`src/rtl/fft_pkg.sv`:
```
// Shared definitions for the FFT output reorder path: sample layout, bank states and the
// bit-reversal helper used to address the reorder RAM.
package fft_pkg;

    localparam int unsigned CPLX_WIDTH = 32;
    localparam int unsigned REAL_MSB   = CPLX_WIDTH - 1;
    localparam int unsigned REAL_LSB   = CPLX_WIDTH / 2;
    localparam int unsigned IMGN_MSB   = CPLX_WIDTH / 2 - 1;
    localparam int unsigned IMGN_LSB   = 0;
    localparam int unsigned MAX_LOG2N  = 12;

    typedef logic [1:0] bank_state_t;

    localparam bank_state_t BANK_EMPTY    = 2'd0;
    localparam bank_state_t BANK_FILLING  = 2'd1;
    localparam bank_state_t BANK_FULL     = 2'd2;
    localparam bank_state_t BANK_DRAINING = 2'd3;

    // Reverses the low log2n bits of value; bits above log2n come back as zero.
    function automatic logic [MAX_LOG2N-1:0] bitrev(input logic [MAX_LOG2N-1:0] value,
                                                    input int unsigned log2n);
        logic [MAX_LOG2N-1:0] r;
        r = '0;
        for (int i = 0; i < int'(MAX_LOG2N); i++) begin
            if (i < int'(log2n)) begin
                r[i] = value[int'(log2n) - 1 - i];
            end
        end
        return r;
    endfunction

endpackage

```
`src/rtl/fft_reorder_ram.sv`:
```
// Simple dual-port RAM for the reorder buffer: one write port, one read port with a
// registered output that holds its value while rd_en is low.
module fft_reorder_ram #(
    parameter int unsigned WIDTH  = 32,
    parameter int unsigned DEPTH  = 64,
    parameter int unsigned ADDR_W = $clog2(DEPTH)
) (
    input  logic              clk,
    input  logic              wr_en,
    input  logic [ADDR_W-1:0] wr_addr,
    input  logic [WIDTH-1:0]  wr_data,
    input  logic              rd_en,
    input  logic [ADDR_W-1:0] rd_addr,
    output logic [WIDTH-1:0]  rd_data
);

    logic [WIDTH-1:0] mem_q [DEPTH];
    logic [WIDTH-1:0] rd_data_q;

    always_ff @(posedge clk) begin
        if (wr_en) begin
            mem_q[wr_addr] <= wr_data;
        end
        if (rd_en) begin
            rd_data_q <= mem_q[rd_addr];
        end
    end

    assign rd_data = rd_data_q;

endmodule

```
`src/rtl/fft_bitrev_reorder.sv`:
```
// Captures FFT frames arriving in bit-reversed order and replays them in natural order.
// Define FFT_REORDER_PINGPONG_EN for two banks (streaming); otherwise one bank is used.
module fft_bitrev_reorder #(
    parameter int unsigned CPLX_WIDTH = 32,
    parameter int unsigned LOG2N      = 6
) (
    input  logic                  clk,
    input  logic                  rst,
    input  logic                  in_valid,
    output logic                  in_ready,
    input  logic [CPLX_WIDTH-1:0] in_data,
    output logic                  out_valid,
    input  logic                  out_ready,
    output logic [CPLX_WIDTH-1:0] out_data,
    output logic [LOG2N-1:0]      out_index,
    output logic                  out_last
);

    import fft_pkg::*;

    localparam int unsigned N = 1 << LOG2N;
    localparam logic [LOG2N-1:0] LAST_IDX = LOG2N'(N - 1);

`ifdef FFT_REORDER_PINGPONG_EN
    localparam int unsigned NUM_BANKS = 2;
    localparam logic        PINGPONG  = 1'b1;
`else
    localparam int unsigned NUM_BANKS = 1;
    localparam logic        PINGPONG  = 1'b0;
`endif

    localparam int unsigned ADDR_W = $clog2(NUM_BANKS * N);

    bank_state_t bank_q [2];
    bank_state_t bank_d [2];

    logic             wr_bank_q, wr_bank_d;
    logic [LOG2N-1:0] wr_cnt_q, wr_cnt_d;
    logic             rd_bank_q, rd_bank_d;
    logic [LOG2N-1:0] rd_cnt_q, rd_cnt_d;

    // Stage A is the RAM output register; stage S is the skid entry behind it.
    logic             a_valid_q, a_valid_d;
    logic [LOG2N-1:0] a_idx_q, a_idx_d;
    logic             a_last_q, a_last_d;
    logic             a_bank_q, a_bank_d;
    logic                  s_valid_q, s_valid_d;
    logic [CPLX_WIDTH-1:0] s_data_q, s_data_d;
    logic [LOG2N-1:0]      s_idx_q, s_idx_d;
    logic                  s_last_q, s_last_d;
    logic                  s_bank_q, s_bank_d;

    logic [CPLX_WIDTH-1:0] ram_rdata;
    logic [ADDR_W-1:0]     ram_waddr, ram_raddr;
    logic [LOG2N-1:0]      wr_rev;

    bank_state_t           wr_state, rd_state;
    logic                  head_valid, head_last, head_bank;
    logic [CPLX_WIDTH-1:0] head_data;
    logic [LOG2N-1:0]      head_idx;
    logic                  pop, last_pop, wr_ok, wr_en, rd_en;

    assign wr_state   = bank_q[wr_bank_q];
    assign rd_state   = bank_q[rd_bank_q];
    assign head_valid = s_valid_q | a_valid_q;
    assign head_data  = s_valid_q ? s_data_q : ram_rdata;
    assign head_idx   = s_valid_q ? s_idx_q  : a_idx_q;
    assign head_last  = s_valid_q ? s_last_q : a_last_q;
    assign head_bank  = s_valid_q ? s_bank_q : a_bank_q;
    assign pop        = head_valid & out_ready;
    assign last_pop   = pop & head_last;

    // A bank whose final sample leaves this cycle may be refilled in the same cycle.
    assign wr_ok = (wr_state == BANK_EMPTY) || (wr_state == BANK_FILLING) ||
                   ((wr_state == BANK_DRAINING) && last_pop && (head_bank == wr_bank_q));
    assign in_ready = wr_ok & ~rst;
    assign wr_en    = in_valid & in_ready;

    // Read only while addresses remain and the two-entry output path has room.
    assign rd_en = ((rd_state == BANK_FULL) ||
                    ((rd_state == BANK_DRAINING) && (rd_cnt_q != '0))) &&
                   !(a_valid_q && s_valid_q);

    assign wr_rev = LOG2N'(bitrev(MAX_LOG2N'(wr_cnt_q), LOG2N));

`ifdef FFT_REORDER_PINGPONG_EN
    assign ram_waddr = {wr_bank_q, wr_rev};
    assign ram_raddr = {rd_bank_q, rd_cnt_q};
`else
    assign ram_waddr = wr_rev;
    assign ram_raddr = rd_cnt_q;
`endif

    always_comb begin
        wr_cnt_d  = wr_cnt_q;
        wr_bank_d = wr_bank_q;
        rd_cnt_d  = rd_cnt_q;
        rd_bank_d = rd_bank_q;
        a_valid_d = a_valid_q;
        a_idx_d   = a_idx_q;
        a_last_d  = a_last_q;
        a_bank_d  = a_bank_q;
        s_valid_d = s_valid_q;
        s_data_d  = s_data_q;
        s_idx_d   = s_idx_q;
        s_last_d  = s_last_q;
        s_bank_d  = s_bank_q;

        if (wr_en) begin
            wr_cnt_d = wr_cnt_q + 1'b1;
            if (wr_cnt_q == LAST_IDX) begin
                wr_bank_d = PINGPONG & ~wr_bank_q;
            end
        end

        if (s_valid_q) begin
            if (pop) begin
                s_valid_d = 1'b0;
            end
        end else if (a_valid_q && !pop) begin
            s_valid_d = 1'b1;
            s_data_d  = ram_rdata;
            s_idx_d   = a_idx_q;
            s_last_d  = a_last_q;
            s_bank_d  = a_bank_q;
        end

        if (a_valid_q && !s_valid_q) begin
            a_valid_d = 1'b0;
        end

        if (rd_en) begin
            rd_cnt_d  = rd_cnt_q + 1'b1;
            a_valid_d = 1'b1;
            a_idx_d   = rd_cnt_q;
            a_last_d  = (rd_cnt_q == LAST_IDX);
            a_bank_d  = rd_bank_q;
            if (rd_cnt_q == LAST_IDX) begin
                rd_bank_d = PINGPONG & ~rd_bank_q;
            end
        end
    end

    always_comb begin
        for (int b = 0; b < 2; b++) begin
            bank_d[b] = bank_q[b];
            if (last_pop && (head_bank == 1'(b))) begin
                bank_d[b] = BANK_EMPTY;
            end
            if (rd_en && (rd_bank_q == 1'(b)) && (rd_state == BANK_FULL)) begin
                bank_d[b] = BANK_DRAINING;
            end
            if (wr_en && (wr_bank_q == 1'(b))) begin
                bank_d[b] = (wr_cnt_q == LAST_IDX) ? BANK_FULL : BANK_FILLING;
            end
        end
    end

    always_ff @(posedge clk or posedge rst) begin
        if (rst) begin
            bank_q[0] <= BANK_EMPTY;
            bank_q[1] <= BANK_EMPTY;
            wr_cnt_q  <= '0;
            wr_bank_q <= 1'b0;
            rd_cnt_q  <= '0;
            rd_bank_q <= 1'b0;
            a_valid_q <= 1'b0;
            a_idx_q   <= '0;
            a_last_q  <= 1'b0;
            a_bank_q  <= 1'b0;
            s_valid_q <= 1'b0;
            s_data_q  <= '0;
            s_idx_q   <= '0;
            s_last_q  <= 1'b0;
            s_bank_q  <= 1'b0;
        end else begin
            bank_q[0] <= bank_d[0];
            bank_q[1] <= bank_d[1];
            wr_cnt_q  <= wr_cnt_d;
            wr_bank_q <= wr_bank_d;
            rd_cnt_q  <= rd_cnt_d;
            rd_bank_q <= rd_bank_d;
            a_valid_q <= a_valid_d;
            a_idx_q   <= a_idx_d;
            a_last_q  <= a_last_d;
            a_bank_q  <= a_bank_d;
            s_valid_q <= s_valid_d;
            s_data_q  <= s_data_d;
            s_idx_q   <= s_idx_d;
            s_last_q  <= s_last_d;
            s_bank_q  <= s_bank_d;
        end
    end

    fft_reorder_ram #(
        .WIDTH  (CPLX_WIDTH),
        .DEPTH  (NUM_BANKS * N),
        .ADDR_W (ADDR_W)
    ) u_ram (
        .clk     (clk),
        .wr_en   (wr_en),
        .wr_addr (ram_waddr),
        .wr_data (in_data),
        .rd_en   (rd_en),
        .rd_addr (ram_raddr),
        .rd_data (ram_rdata)
    );

    // Outputs read as zero when idle so reset leaves a clean bus.
    assign out_valid = head_valid;
    assign out_data  = head_valid ? head_data : '0;
    assign out_index = head_valid ? head_idx : '0;
    assign out_last  = head_valid & head_last;

endmodule

```
`config.mk`:
```
export PLATFORM = sky130hd
export DESIGN_NAME = fft_bitrev_reorder
export DESIGN_NICKNAME = d
export VERILOG_FILES = /design/src/rtl/fft_pkg.sv /design/src/rtl/fft_reorder_ram.sv /design/src/rtl/fft_bitrev_reorder.sv
export SDC_FILE = /design/constraint.sdc
export NUM_CORES = 2
export LEC_CHECK = 0
export BUFFER_PORTS_ARGS = -buffer_cell sky130_fd_sc_hd__buf_2
export CAP_MARGIN = 20
export CORE_MARGIN = 2
export CORE_UTILIZATION = 55
export DETAILED_ROUTE_END_ITERATION = 8
export PLACE_DENSITY = 0.71
export REMOVE_ABC_BUFFERS = 1
export SYNTH_ARGS = -nofsm -noshare
export SYNTH_HDL_FRONTEND = slang
export SYNTH_SLANG_ARGS = --single-unit
```
`constraint.sdc`:
```
create_clock -name clk -period 4.6 [get_ports clk]
set_input_delay 0.46 -clock clk [delete_from_list [all_inputs] [get_ports clk]]
set_output_delay 0.46 -clock clk [all_outputs]
set_load 0.02 [all_outputs]
```
Word level (Yosys, flattened, before mapping). Memories as Yosys holds them, arrays and structs flattened. A register that Yosys moved wholly into a read port is not among the register bits. Index checks and enable logic that the tools add are counted.

$add $sub $neg: 2. Eq/ne operators: 5. Muxes and demuxes: 16. Bitwise operators: 8. Reductions and logical operators: 18.

Operators by type and width (number): two-way mux 32 bit (2); adder 6 x 1 -> 6 bit (second input constant) (2); == test 6 bit (second input constant) (2); two-way mux 6 bit (2); two-way mux 1 bit (8); two-way mux 2 bit (4); logical AND 1 bit (7); nonzero test 6 bit (1); AND 1 bit (5); == test 2 bit (second input constant) (2); logical NOT 1 bit (3); logical OR 1 bit (3); nonzero test 3 bit (1); == test 2 x 1 -> 1 bit (second input constant) (1); logical NOT 2 bit (1); inverter 1 bit (2); AND reduction 2 bit (1); nonzero test 2 bit (1); OR 1 bit (1).

Register bits after elaboration: 62. Bits in writable memories: 2048. Input bits: 36. Word-level logic and storage cells: 60. Memories kept: 1.

Memory list: u_ram.mem_q (words 64, width 32, rd ports 1, clocked after memory_dff 1, write ports 1, line fft_reorder_ram.sv:17) `logic [WIDTH-1:0] mem_q [DEPTH];`.

Depth between registers and ports, before layout.
Depth in word-level cells: 9. Gate-level depth with buffers: 11. Depth with buffers taken out: 7.

By module. A second synthesis with hierarchy kept.

Cell total of the unflattened synthesis: 3602. Area total of the unflattened synthesis: 81911.1 um^2.

Modules (own cells, without submodules): fft_reorder_ram (instances 1, cells each 3324, area each 78835.6 um^2); fft_bitrev_reorder (instances 1, cells each 278, area each 3075.4 um^2).

Worst setup path before layout. OpenSTA, ideal clock, no wires.

Path kind: register to register. Start: reg a_valid_q. End: mem u_ram.mem_q[25][0], enable pin. Library setup time: 421 ps. Arrival time: 3212 ps. Setup slack: 967 ps. Stages on the path, launching flop included: 8. Clock period less this slack: 3633 ps. Cell sequence: dfrtp_1 > clkbuf_1 > and3b_1 > o211a_1 > o21ai_0 > or4b_2 > clkbuf_1 > nor2_1.

Cells in the longest elaborated chain, start to end: 9.

Ends and longest elaborated chain: start, declared (line fft_bitrev_reorder.sv:43) `logic a_valid_q, a_valid_d;`; start signal, assigned (line fft_bitrev_reorder.sv:183) `a_valid_q <= a_valid_d;`; OR 1 bit (line fft_bitrev_reorder.sv:65) `assign head_valid = s_valid_q | a_valid_q;`; AND 1 bit (line fft_bitrev_reorder.sv:70) `assign pop = head_valid & out_ready;`; AND 1 bit (line fft_bitrev_reorder.sv:71) `assign last_pop = pop & head_last;`; logical AND 1 bit (line fft_bitrev_reorder.sv:75) `((wr_state == BANK_DRAINING) && last_pop && (head_bank == wr_bank_q));`; logical OR 1 bit (line fft_bitrev_reorder.sv:74) `assign wr_ok = (wr_state == BANK_EMPTY) || (wr_state == BANK_FILLING) ||`; AND 1 bit (line fft_bitrev_reorder.sv:76) `assign in_ready = wr_ok & ~rst;`; AND 1 bit (line fft_bitrev_reorder.sv:77) `assign wr_en = in_valid & in_ready;`; two-way mux 1 bit (line fft_reorder_ram.sv:21) `if (wr_en) begin`; two-way mux 1 bit (implied by the code) (line fft_reorder_ram.sv:22) `mem_q[wr_addr] <= wr_data;`; end, declared (line fft_reorder_ram.sv:17).

No other way between the ends.

Worst setup path after layout.
Start: reg rd_cnt_q[2] (netlist: ram_raddr[2]). End: reg u_ram.rd_data_q[7] (netlist: u_ram.rd_data[7]), read port of u_ram.mem_q, data pin.

Cells in the longest elaborated chain, start to end: 4.

Ends and longest elaborated chain: start, declared (line fft_bitrev_reorder.sv:40) `logic [LOG2N-1:0] rd_cnt_q, rd_cnt_d;`; start signal, assigned (line fft_bitrev_reorder.sv:181) `rd_cnt_q <= rd_cnt_d;`; nonzero test 6 bit (line fft_bitrev_reorder.sv:81) `((rd_state == BANK_DRAINING) && (rd_cnt_q != '0))) &&`; logical AND 1 bit (line fft_bitrev_reorder.sv:81); logical OR 1 bit (line fft_bitrev_reorder.sv:80) `assign rd_en = ((rd_state == BANK_FULL) ||`; logical AND 1 bit (line fft_bitrev_reorder.sv:81); end, declared (line fft_reorder_ram.sv:18) `logic [WIDTH-1:0] rd_data_q;`.

Several ways; a longest one is shown, not always the timed one. A chain may end at the register's enable or synchronous reset.

==> out/metrics.yaml <==
min_path_type: "primary input to flip-flop"
period_share_pct: 82.2
cp-start-kind: "flip-flop"
maxSlewViolCount: 0
place_inst: 5824
outcome: "completed"
rr_worst_depth: 7
fmax_ghz: 0.264
synth_area_leaders: "edfxtp_1, mux4_2, mux2i_1"
rrSetupSlack_ns: 0.82
cts_tree: "yes"
clock_skew_ns: 0.0375
synth_common_cells: "edfxtp_1, mux4_2, mux2i_1"
via_per_inst: 6.62
grt_first_pass_wirelength_um: 296000
yosysTopAreaCell: "edfxtp_1"
portBuffers: 76
use_met2_pct: 43.1
arrival_ns: 4.49
cts_resized: 0
rr_endpoint: "u_ram.rd_data[7]"
clkSinkCount: 2142
synth_cell_type_count: 58
postSynthAreaPerCell_um2: 21.5
grt_max_degree: 92
synth.cell_area_mm2: 0.0821
async_flop_share_pct: 2.89
min_period_ns: 3.78
ctsHtreeMaxLevel: 4
clk_pin_slew_ns: 0.06
core_area_mm2: 0.148
grt_pass1_vias: 41000
tns_ns: 0
synth_most_common_cell: "edfxtp_1"
max_cap_viol_count: 0
nNetsFinal: 4149
dp_slack_ns: 0.894
clock_latency_ns: 0.84
grt_use_met3_pct: 5.81
rsz0062_at_grt: "false"
hp-start: "in_data[0]"
syn_inst: 3818
vias: 41100
synth_edf_count: 2080
leakage_nw: 29.7
fin_cells: 6219
antenna_found_initial: 13
avgRoutedWirePerCell_um: 33.1
hold_viol_final: 0
hold_end: "u_ram.mem_q[16][0]"
critPathMaxFanout: 39
cts_made_buffers: 203
track_usage_pct: 27.4
slew-limit-headroom_pct: 23.9
yosysWarnings: 0
wirelength_um: 206000
met1_usage_pct: 37.9
dieWidth_um: 390
drt_iter0_drc: 5331
die_h_um: 390
worstMarginPinSlew_ns: 1.13
vdd_ir_drop_max_mv: 0.485
crit_start: "ram_raddr[2]"
cts_buffer_depth: 3
synth_top_cell_area_share_pct: 76.1
ys_seq_elements: 2142
num_rows: 141
synth.yosys.seq_area_share_pct: 78.0
place.gp.congestion: 0.874
overflow: 0
power.total_mw: 53.7
finalWorstSetupSlack_ns: 0.818
cp-end-kind: "flip-flop"
cts_root_buffer: "clkbuf_16"
cp.required_ns: 5.30
powerDensity_mw_per_mm2: 578
ios: 77
critical_path_class: "flip-flop to flip-flop"
place.detailed.hpwl_um: 119000
grt-busiest-layer: "met2"
ys_dominant_reg_cell: "edfxtp_1"
holdPathStages: 1
r2r_start: "ram_raddr[2]"
first_pass_iters: 8
drive_gt1_share_pct: 26.8
initial_core_util_pct: 55.5
dieArea_mm2: 0.152
ant_nets: 0
drc: 0
setup_viol: 0
layout-area-overhead-vs-synth_pct: 13.2
-- how the worst max path moves through the flow --
stage / end / slack, ns
floorplan: u_ram.rd_data[11] / -15.88
global placement: u_ram.rd_data[7] / 0.88
detailed placement: u_ram.rd_data[7] / 0.89
CTS: u_ram.rd_data[7] / 0.88
global route: u_ram.rd_data[7] / 0.82
finish: u_ram.rd_data[7] / 0.82
-- area by class of cell --
cell class	count	area (um2)
Timing Repair Buffer	305	2440
Sequential cell	2142	64000
Inverter	11	41.3
Tap cell	1930	2410
Multi-Input combinational cell	1442	17400
Antenna cell	5	12.5
Clock inverter	130	1160
Clock buffer	254	5370
Fill cell	9758	55100
-- layer usage --
| layer | up-vias | part of all wire, % |
|---|---|---|
| met5 | - | 0.018 |
| met4 | 6 | 3.9 |
| met2 | 2325 | 48 |
| met1 | 21800 | 38 |
| met3 | 361 | 10 |
| li1 | 16600 | - |
-- power breakdown --
part	switching, mW	internal (mW)	total [mW]
Clock	7.16	9.24	16.4
Sequential	0.809	22.0	22.8
Combinational	8.46	6.04	14.5
Total	16.4	37.2	53.7
-- what timing repair did --
action                    CTS  global route
setup buffers               0             0
hold endpoints to repair   24             0
hold buffers                2             0
-- critical path, cell delays in order (launching register included) --
cell     delay (ns)
dfrtp_4        0.74
nor2b_2        0.27
nand2_1        0.67
buf_4          0.36
o22ai_1        0.19
o41ai_1        0.94
buf_4          0.29
and3_1         0.16
-- kinds of logic after synthesis --
| logic type | after synthesis | share of synthesized area [%] |
|---|---|---|
| DFF | 2142 | 78.0 |
| xor gates and xnor gates | 9 | 0.0960 |
| muxes | 717 | 14.8 |
| buffers and inverters | 234 | 1.55 |
| adders and majority gates | 8 | 0.122 |
| AOI/OAI and AO/OA | 413 | 3.58 |
| and+or+nand+nor | 295 | 1.82 |
-- through the flow --
step	util [%]	hold slack [ns]	cell area [um2]
final	62.8	0.0926	92900
after global routing	62.7	0.0849	92900
after global placement	58.3	0.488	86200
after CTS	62.7	0.0607	92800
after floorplan	-	0.458	80900
after detailed placement	58.3	0.495	86300
-- layout by cell type (no fill, tap or decap), drive strengths merged, types with 62 or more instances in the layout --
| cell | synthesis | final |
|---|---|---|
| edfxtp | 2080 | 2080 |
| mux4 | 394 | 394 |
| buf | 152 | 302 |
| mux2i | 258 | 258 |
| clkbuf | 71 | 255 |
| clkinv | 0 | 100 |
| o22ai | 93 | 93 |
| nor2 | 89 | 89 |
| a22oi | 82 | 82 |
| nand2 | 70 | 70 |
| mux2 | 65 | 65 |
| dfrtp | 62 | 62 |
-- registers in the layout, summed over array words and instances (netlist names) --
name / cells
a_idx_q: 6
a_last_q: 1
a_valid_q: 1
bank_q: 2
ram_raddr: 6
s_data_q: 32
s_idx_q: 6
s_last_q: 1
s_valid_q: 1
u_ram.mem_q: 2048
u_ram.rd_data: 32
wr_cnt_q: 6
(Power assumes the default switching activity.)
